==> config.mk <==
export PLATFORM = sky130hd
export DESIGN_NAME = pwm_param_rx
export DESIGN_NICKNAME = d
export VERILOG_FILES = /design/src/rtl/pwm_param_rx.sv
export SDC_FILE = /design/constraint.sdc
export NUM_CORES = 1
export LEC_CHECK = 0
export CAP_MARGIN = 20
export CORE_ASPECT_RATIO = 0.5
export CORE_MARGIN = 2
export CORE_UTILIZATION = 33
export CTS_CLUSTER_DIAMETER = 200
export DETAILED_ROUTE_END_ITERATION = 7
export PLACE_DENSITY = 0.56
export SYNTH_ARGS = -nofsm -noshare
export SYNTH_HDL_FRONTEND = slang
export SYNTH_SLANG_ARGS = --single-unit
==> constraint.sdc <==
create_clock -name clk -period 9.8 [get_ports clk]
set_clock_uncertainty 0.05 [all_clocks]
set_input_delay 0.98 -clock clk [delete_from_list [all_inputs] [get_ports clk]]
set_output_delay 0.98 -clock clk [all_outputs]
set_load 0.02 [all_outputs]
==> src/rtl/pwm_param_rx.sv <==
// Receives PWM parameter frames over a UDP AXI-Stream and converts frequency/duty
// into period and high-time cycle counts using a shared 40-bit restoring divider.
module pwm_param_rx #(
  parameter int unsigned PWM_NUM      = 5,
  parameter logic [7:0]  ID_PWM_PARAM = 8'd0,
  parameter int unsigned CLK_FREQ     = 100000000
) (
  input  logic        clk,
  input  logic        rst,
  input  logic [31:0] rx_axis_udp_tdata,
  input  logic        rx_axis_udp_tvalid,
  input  logic        rx_axis_udp_tlast,
  input  logic [7:0]  rx_axis_udp_tuser,
  output logic        cfg_valid,
  output logic [7:0]  cfg_channel,
  output logic [31:0] cfg_period,
  output logic [31:0] cfg_high,
  output logic        cfg_en,
  output logic        busy,
  output logic        err
);

  localparam logic [31:0] FREQ_MAX  = 32'(CLK_FREQ / 2);
  localparam logic [39:0] DIVIDEND1 = 40'(CLK_FREQ);
  localparam logic [8:0]  CH_LIMIT  = 9'(PWM_NUM);

  typedef enum logic [2:0] {IDLE, RECV, DRAIN, DIV1, DIV2, OUT} state_t;

  state_t      state_q, state_d;
  logic [2:0]  idx_q, idx_d;
  logic [7:0]  ch_q, ch_d;
  logic [31:0] freq_q, freq_d;
  logic [6:0]  duty_q, duty_d;
  logic        en_q, en_d;
  logic        mid_q, mid_d;
  logic        drop_q, drop_d;
  logic        ld_q, ld_d;
  logic [5:0]  cnt_q, cnt_d;
  logic [39:0] quo_q, quo_d;
  logic [31:0] rem_q, rem_d;
  logic [31:0] dvs_q, dvs_d;
  logic [31:0] period_q, period_d;
  logic        cfg_valid_q, cfg_valid_d;
  logic [7:0]  cfg_channel_q, cfg_channel_d;
  logic [31:0] cfg_period_q, cfg_period_d;
  logic [31:0] cfg_high_q, cfg_high_d;
  logic        cfg_en_q, cfg_en_d;
  logic        busy_q, busy_d;
  logic        err_q, err_d;

  logic [32:0] rem_sh;
  logic        q_bit;
  logic [31:0] rem_nx;
  logic [39:0] quo_nx;
  logic        first_beat, hit, busy_now, bad_frame;

  // One restoring-division step: shift in the next dividend bit, subtract if it fits.
  always_comb begin
    rem_sh = {rem_q, quo_q[39]};
    q_bit  = (rem_sh >= {1'b0, dvs_q});
    rem_nx = q_bit ? 32'(rem_sh - {1'b0, dvs_q}) : rem_sh[31:0];
    quo_nx = {quo_q[38:0], q_bit};
  end

  always_comb begin
    state_d       = state_q;
    idx_d         = idx_q;
    ch_d          = ch_q;
    freq_d        = freq_q;
    duty_d        = duty_q;
    en_d          = en_q;
    mid_d         = mid_q;
    drop_d        = drop_q;
    ld_d          = ld_q;
    cnt_d         = cnt_q;
    quo_d         = quo_q;
    rem_d         = rem_q;
    dvs_d         = dvs_q;
    period_d      = period_q;
    cfg_valid_d   = 1'b0;
    cfg_channel_d = cfg_channel_q;
    cfg_period_d  = cfg_period_q;
    cfg_high_d    = cfg_high_q;
    cfg_en_d      = cfg_en_q;
    err_d         = 1'b0;

    first_beat = rx_axis_udp_tvalid && !mid_q;
    hit        = first_beat && (rx_axis_udp_tuser == ID_PWM_PARAM);
    busy_now   = (state_q == DIV1) || (state_q == DIV2) || (state_q == OUT);
    bad_frame  = ({1'b0, ch_q} >= CH_LIMIT) || (freq_q == '0) || (freq_q > FREQ_MAX);

    if (rx_axis_udp_tvalid) mid_d = !rx_axis_udp_tlast;

    // Frames that begin during a calculation are swallowed whole, with err on their last beat.
    if (drop_q) begin
      if (rx_axis_udp_tvalid && rx_axis_udp_tlast) begin
        drop_d = 1'b0;
        err_d  = 1'b1;
      end
    end else if (busy_now && hit) begin
      if (rx_axis_udp_tlast) err_d  = 1'b1;
      else                   drop_d = 1'b1;
    end

    unique case (state_q)
      IDLE: begin
        if (hit) begin
          if (rx_axis_udp_tlast) begin
            err_d = 1'b1;
          end else begin
            ch_d    = rx_axis_udp_tdata[7:0];
            idx_d   = 3'd1;
            state_d = RECV;
          end
        end
      end
      RECV: begin
        if (rx_axis_udp_tvalid) begin
          idx_d = idx_q + 3'd1;
          case (idx_q)
            3'd1:    freq_d = rx_axis_udp_tdata;
            3'd2:    duty_d = (rx_axis_udp_tdata[6:0] > 7'd100) ? 7'd100 : rx_axis_udp_tdata[6:0];
            default: ;
          endcase
          if (idx_q == 3'd4) begin
            en_d = rx_axis_udp_tdata[0];
            if (!rx_axis_udp_tlast) begin
              err_d   = 1'b1;
              state_d = DRAIN;
            end else if (bad_frame) begin
              err_d   = 1'b1;
              state_d = IDLE;
            end else begin
              quo_d   = DIVIDEND1;
              rem_d   = '0;
              dvs_d   = freq_q;
              cnt_d   = '0;
              state_d = DIV1;
            end
          end else if (rx_axis_udp_tlast) begin
            err_d   = 1'b1;
            state_d = IDLE;
          end
        end
      end
      DRAIN: begin
        if (rx_axis_udp_tvalid && rx_axis_udp_tlast) state_d = IDLE;
      end
      DIV1: begin
        quo_d = quo_nx;
        rem_d = rem_nx;
        cnt_d = cnt_q + 6'd1;
        if (cnt_q == 6'd39) begin
          period_d = quo_nx[31:0];
          ld_d     = 1'b1;
          state_d  = DIV2;
        end
      end
      DIV2: begin
        // First DIV2 cycle registers the full 40-bit period*duty product before dividing by 100.
        if (ld_q) begin
          quo_d = 40'(period_q) * 40'(duty_q);
          rem_d = '0;
          dvs_d = 32'd100;
          cnt_d = '0;
          ld_d  = 1'b0;
        end else begin
          quo_d = quo_nx;
          rem_d = rem_nx;
          cnt_d = cnt_q + 6'd1;
          if (cnt_q == 6'd39) begin
            cfg_valid_d   = 1'b1;
            cfg_channel_d = ch_q;
            cfg_period_d  = period_q;
            cfg_high_d    = quo_nx[31:0];
            cfg_en_d      = en_q;
            state_d       = OUT;
          end
        end
      end
      OUT:     state_d = IDLE;
      default: state_d = IDLE;
    endcase

    busy_d = (state_d == DIV1) || (state_d == DIV2) || (state_d == OUT);
  end

  always_ff @(posedge clk or posedge rst) begin
    if (rst) begin
      state_q       <= IDLE;
      idx_q         <= '0;
      ch_q          <= '0;
      freq_q        <= '0;
      duty_q        <= '0;
      en_q          <= 1'b0;
      mid_q         <= 1'b0;
      drop_q        <= 1'b0;
      ld_q          <= 1'b0;
      cnt_q         <= '0;
      quo_q         <= '0;
      rem_q         <= '0;
      dvs_q         <= '0;
      period_q      <= '0;
      cfg_valid_q   <= 1'b0;
      cfg_channel_q <= '0;
      cfg_period_q  <= '0;
      cfg_high_q    <= '0;
      cfg_en_q      <= 1'b0;
      busy_q        <= 1'b0;
      err_q         <= 1'b0;
    end else begin
      state_q       <= state_d;
      idx_q         <= idx_d;
      ch_q          <= ch_d;
      freq_q        <= freq_d;
      duty_q        <= duty_d;
      en_q          <= en_d;
      mid_q         <= mid_d;
      drop_q        <= drop_d;
      ld_q          <= ld_d;
      cnt_q         <= cnt_d;
      quo_q         <= quo_d;
      rem_q         <= rem_d;
      dvs_q         <= dvs_d;
      period_q      <= period_d;
      cfg_valid_q   <= cfg_valid_d;
      cfg_channel_q <= cfg_channel_d;
      cfg_period_q  <= cfg_period_d;
      cfg_high_q    <= cfg_high_d;
      cfg_en_q      <= cfg_en_d;
      busy_q        <= busy_d;
      err_q         <= err_d;
    end
  end

  assign cfg_valid   = cfg_valid_q;
  assign cfg_channel = cfg_channel_q;
  assign cfg_period  = cfg_period_q;
  assign cfg_high    = cfg_high_q;
  assign cfg_en      = cfg_en_q;
  assign busy        = busy_q;
  assign err         = err_q;

endmodule

# ---- Word-level counts from Yosys, hierarchy flattened
# Index checks and enable logic that the tools add are counted.
dict set report op_classes {
  n_addsub 3
  multipliers 1
  n_div 0
  n_lt_le_gt_ge 4
  n_eq_ne 20
  shifts 0
  n_mux 62
  bitwise_logic 2
  reduce_logical 29
}
# op count
set ops {}
lappend ops {{$mux W32} 11}
lappend ops {{$mux W40} 5}
lappend ops {{$pmux W40 S3} 1}
lappend ops {{$pmux W32 S3} 1}
lappend ops {{$pmux W32 S2} 1}
lappend ops {{$mul A32 B7 Y39} 1}
lappend ops {{$mux W3} 12}
lappend ops {{$ge A33 B32 Y1} 1}
lappend ops {{$gt A32 B26 Y1 const B} 1}
lappend ops {{$logic_not A32 Y1} 1}
lappend ops {{$sub A32 B32 Y32} 1}
lappend ops {{$mux W6} 5}
lappend ops {{$mux W1} 18}
lappend ops {{$pmux W6 S3} 1}
lappend ops {{$eq A3 B3 Y1 const B} 5}
lappend ops {{$pmux W3 S5} 1}
lappend ops {{$reduce_and A3 Y1} 5}
lappend ops {{$ne A2 B2 Y1 const B} 7}
lappend ops {{$eq A3 B2 Y1 const B} 4}
lappend ops {{$ge A8 B3 Y1 const B} 1}
lappend ops {{$logic_not A8 Y1} 1}
lappend ops {{$gt A7 B7 Y1 const B} 1}
lappend ops {{$mux W7} 1}
lappend ops {{$add A6 B1 Y6 const B} 1}
lappend ops {{other kinds (18)} 34}
dict set report word_totals {
  regBits 275
  latchBits 0
  ram_bits 0
  rom_bits 0
  input_bits 44
  output_inout_bits 76
  n_memories 0
}

# ---- Depth between registers and ports, before layout
dict set report depth {
  word_depth 11
  depth_mapped 21
  depth_no_buf 19
}

# ---- Worst setup path after synthesis
# No wires, ideal clock.
dict set report synth_path {
  kind {reg2reg}
  from {register duty_q[6]}
  to {register quo_q[32]}
  setup_time_ns 0.070
  arrival_time_ns 5.037
  t_required_ns 9.680
  setup_slack_ns 4.643
  path_stages_with_launch 20
  n_path_buf 1
  path_cell_list {dfrtp_1 > clkbuf_1 > nand2_1 > fa_1 > fa_1 > inv_1 > fa_1 > inv_1 > fa_1 > inv_1 > ha_1 > nand3_1 > o21ai_0 > o22a_2 > o2bb2ai_2 > a2111oi_2 > o31ai_2 > a31oi_1 > or4_1 > nand3_1}
}
dict set report synth_via {
  elab_chain_cells 3
}
# element line
set synth_lines {}
lappend synth_lines {{from (decl)} 33} ;# logic [6:0] duty_q, duty_d;
lappend synth_lines {{from (signal assigned)} 216} ;# duty_q <= duty_d;
lappend synth_lines {{$mul A32 B7 Y39} 162} ;# quo_d = 40'(period_q) * 40'(duty_q);
lappend synth_lines {{$mux W40} 161} ;# if (ld_q) begin
lappend synth_lines {{$pmux W40 S3} 105} ;# unique case (state_q)
lappend synth_lines {{to (signal assigned)} 222} ;# quo_q <= quo_d;
lappend synth_lines {{to (decl)} 39} ;# logic [39:0] quo_q, quo_d;
# Every way passes these cells.
# A chain may end at the register's enable or synchronous reset.

# ---- Worst setup path in the final report
dict set report layout_path {
  from {register duty_q[3]}
  to {register quo_q[32]}
}
# The elaborated chain is that of the path after synthesis.

==> results.py <==
metrics = {
    "timing": {
        "rsz0062_at_grt": "no",
        "setup_ws_ns": 3.96,
        "drv_slew": 0,
        "fin_tns_setup_ns": 0,
        "fin_hold_ws_ns": 0.423,
        "post-route-min-period_ns": 5.84,
        "setup_viol": 0,
        "fmaxAchievable_ghz": 0.171,
        "tightest_slew_ns": 0.995,
        "fin_crit_sh_pct": 59.6,
        "relSlewSlack_pct": 33.7,
        "hold_viol": 0,
    },
    "cts": {
        "cts_resized": 0,
        "cts_tree": "yes",
        "cts_buffer_depth": 3,
        "holdBufCountCts": 0,
        "cts_sinks": 275,
        "clkTransAtPathRegs_ns": 0.07,
        "numCtsBuffers": 30,
        "ctsRootBufferMaster": "clkbuf_16",
        "clk_latency_ns": 0.58,
        "htreeDepth": 1,
        "post_cts_buffers": 0,
    },
    "finish": {
        "final_common_cell": "nand2_1",
        "drive_above_1_share_pct": 7.08,
        "instances_no_fill": 3087,
        "syn2layout_area_growth_pct": 15.4,
        "n_antenna_cell": 0,
        "final_cell_mix": "nand2_1, dfrtp_1, inv_1",
        "fillers": 6061,
        "finish.utilization_pct": 38.8,
        "final_nets": 2539,
    },
    "place": {
        "gp_congestion": 0.855,
        "dp_hpwl_um": 37600,
        "io_buffers": 119,
        "dpl_worst_slack_ns": 4.01,
        "dp.cells": 3029,
    },
    "synthesis": {
        "ys_dominant_reg_cell": "dfrtp_1",
        "ys_ff_latch": 275,
        "synth_cell_types": 75,
        "ys_warn_count": 0,
        "syn_avg_cell_area_um2": 9.20,
        "netlist_area_mm2": 0.0201,
        "synth_edf_count": 0,
        "syn_inst": 2184,
        "synth_nets": 2472,
        "ys_seq_area_share_pct": 34.2,
        "synthArstFlopShare_pct": 100,
    },
    "power_and_ir_drop": {
        "pwr_density_cell_mw_per_mm2": 119,
        "switching_share_pct": 25.3,
        "irDropWorstVdd_mv": 0.125,
        "switchingPower_mw": 0.696,
        "pwr-share-seq_pct": 44.4,
        "power_leakage_nw": 11.1,
        "p_comb_share_pct": 8.4,
        "clkPwrFrac_pct": 47.2,
        "p_int_mw": 2.06,
    },
    "global_route": {
        "antenna_found_initial": 0,
        "grt_pass1_vias": 16116,
        "grt_max_degree": 157,
        "grt_overflow_total": 0,
        "grt_use_total_pct": 17.2,
        "grt_pass1_wl_um": 88700,
    },
    "die": {
        "dieWidth_um": 353,
        "die_area_mm2": 0.0630,
        "core_mm2": 0.0597,
        "placementRows": 63,
        "io_pins": 120,
        "start_util_pct": 33.6,
        "dieHeight_um": 178,
    },
    "worst_hold_path": {
        "hold_path.class": "reg2reg",
    },
    "drt": {
        "top_layer": "met4",
        "wl_per_cell_um": 17.1,
        "route.detailed.drc": 0,
        "routedLengthMet1_um": 24700,
        "wl_met2_um": 25300,
        "postRouteAntennaNets": 0,
        "wl_met3_um": 1710,
        "drt_wl_total_um": 52700,
        "via_count": 15459,
        "drtIter0Drc": 874,
        "viasPerCell": 5.01,
        "dr.pass1.iters": 5,
    },
    "worst_setup_path": {
        "worstSetupPathType": "reg2reg",
        "r2r_slack_ns": 3.96,
        "worst-path-max-fanout": 26,
        "crit_start": "duty_q[3]",
        "endpoint": "quo_q[32]",
        "r2r-start": "duty_q[3]",
        "crit_path_start_kind": "flip-flop",
        "cp-end-kind": "flip-flop",
        "r2r_end": "quo_q[32]",
        "rr_worst_depth": 20,
        "worst_ep_required_time_ns": 10.26,
        "worstPathArrival_ns": 6.30,
    },
    "outcome": {
        "status": "complete, no violations",
    },
    "job": {
        "cap_violations": 0,
    },
}
## routing by layer
| layer | vias to the layer above | track usage [%] |
|---|---|---|
| met2 | 246 | 30.0 |
| met5 | - | 0 |
| met1 | 7760 | 23.3 |
| met4 | 0 | 3.33 |
| met3 | 61 | 1.86 |
| li1 | 7392 | - |
## synth_stat cells (4+ instances only)
master / count / share of area [%]
nor4_1: 13 / 0.40
o21a_1: 10 / 0.37
fa_1: 150 / 15
buf_4: 5 / 0.19
nor2b_1: 8 / 0.25
o21ai_1: 36 / 0.90
a222oi_1: 9 / 0.45
or4_1: 4 / 0.15
a22oi_1: 12 / 0.45
a31oi_1: 6 / 0.19
nand2b_1: 17 / 0.53
nand2_1: 419 / 7.8
nor3_1: 23 / 0.57
a221o_1: 4 / 0.20
buf_2: 13 / 0.32
o211ai_1: 6 / 0.22
ha_1: 94 / 5.9
a21o_1: 33 / 1.2
mux2_2: 65 / 3.6
inv_1: 208 / 3.9
nor2_1: 67 / 1.3
o21bai_1: 5 / 0.19
a221oi_1: 14 / 0.61
o21ai_0: 114 / 2.8
dfrtp_1: 275 / 34
a32oi_1: 10 / 0.44
xor2_1: 28 / 1.2
a21oi_1: 96 / 2.4
and2_1: 169 / 5.3
a211oi_1: 9 / 0.34
buf_1: 4 / 0.075
o221ai_1: 4 / 0.17
a22o_1: 4 / 0.17
clkbuf_1: 77 / 1.4
and3_1: 11 / 0.34
or3_1: 5 / 0.16
nand3_1: 38 / 0.95
mux2i_1: 26 / 1.3
nand4_1: 17 / 0.53
xnor2_1: 26 / 1.1
## state kept, by name (all words and copies together) (netlist names), 3 cells and up
signal	count
dvs_q	32
ch_q	8
state_q	3
duty_q	7
idx_q	3
quo_q	40
freq_q	32
cfg_channel	8
cfg_period	32
cfg_high	32
rem_q	32
period_q	32
cnt_q	6
## power groups by stage
stage / clock, mW / sequential (mW) / combinational (mW)
4_1_cts: 1.33 / 1.22 / 0.234
2_1_floorplan: 0 / 1.23 / 0.156
3_5_place_dp: 0 / 1.24 / 0.233
3_3_place_gp: 0 / 1.24 / 0.229
5_1_grt: 1.38 / 1.23 / 0.260
6_report: 1.30 / 1.22 / 0.231
## kinds of logic (layout without fill, tap and decap cells)
kind of cell / count (synthesis) / in the layout / share of synthesized area (%)
adder cells (fa/ha/maj): 244 / 244 / 20.8
AO/OA/AOI/OAI: 405 / 405 / 12.8
multiplexers: 91 / 91 / 4.94
flip-flops: 275 / 275 / 34.2
XOR/XNOR: 54 / 54 / 2.35
AND/OR/NAND/NOR: 803 / 803 / 18.7
buffers and inverters: 312 / 403 / 6.12
## cell type report
type,count,area [µm²],area share [%]
inverters,209,792,3.42
well taps,812,1020,4.38
repair buffers,138,1370,5.89
clock buffers,40,870,3.75
multi-input cells,1597,12000,51.8
clock inverters,16,253,1.09
flip-flops and latches,275,6880,29.7
## critical path, stage by stage (launching register included)
cell and delay, ns:
dfrtp_1 0.46, buf_4 0.27, and2_1 0.20, fa_1 0.54, inv_1 0.06, fa_1 0.47
inv_1 0.05, fa_1 0.53, inv_1 0.05, fa_1 0.53, inv_1 0.05, ha_1 0.36
nand3_1 0.09, o21ai_0 0.27, o22a_2 0.25, o2bb2ai_2 0.20, a2111oi_2 0.17, o31ai_2 0.34
a31oi_1 0.20, or4_1 0.51, nand3_1 0.08
## per-stage QoR
stage	cell area [µm²]	power, mW
2_1_floorplan	20100	1.38
3_3_place_gp	22000	1.47
3_5_place_dp	22000	1.47
4_1_cts	23200	2.78
5_1_grt	23200	2.87
6_report	23200	2.75
## how the worst min path moves through the flow
stage,slack (ns),startpoint,to,cells after the start
after global routing,0.45,cfg_high[12],cfg_high[12],2
final,0.42,cfg_period[2],cfg_period[2],2
after detailed placement,0.41,cfg_channel[4],cfg_channel[4],2
after CTS,0.43,cfg_channel[4],cfg_channel[4],2
after global placement,0.41,cfg_period[31],cfg_period[31],2
after floorplan,0.38,en_q,cfg_en,2
Power figures use the tool's default switching activity.
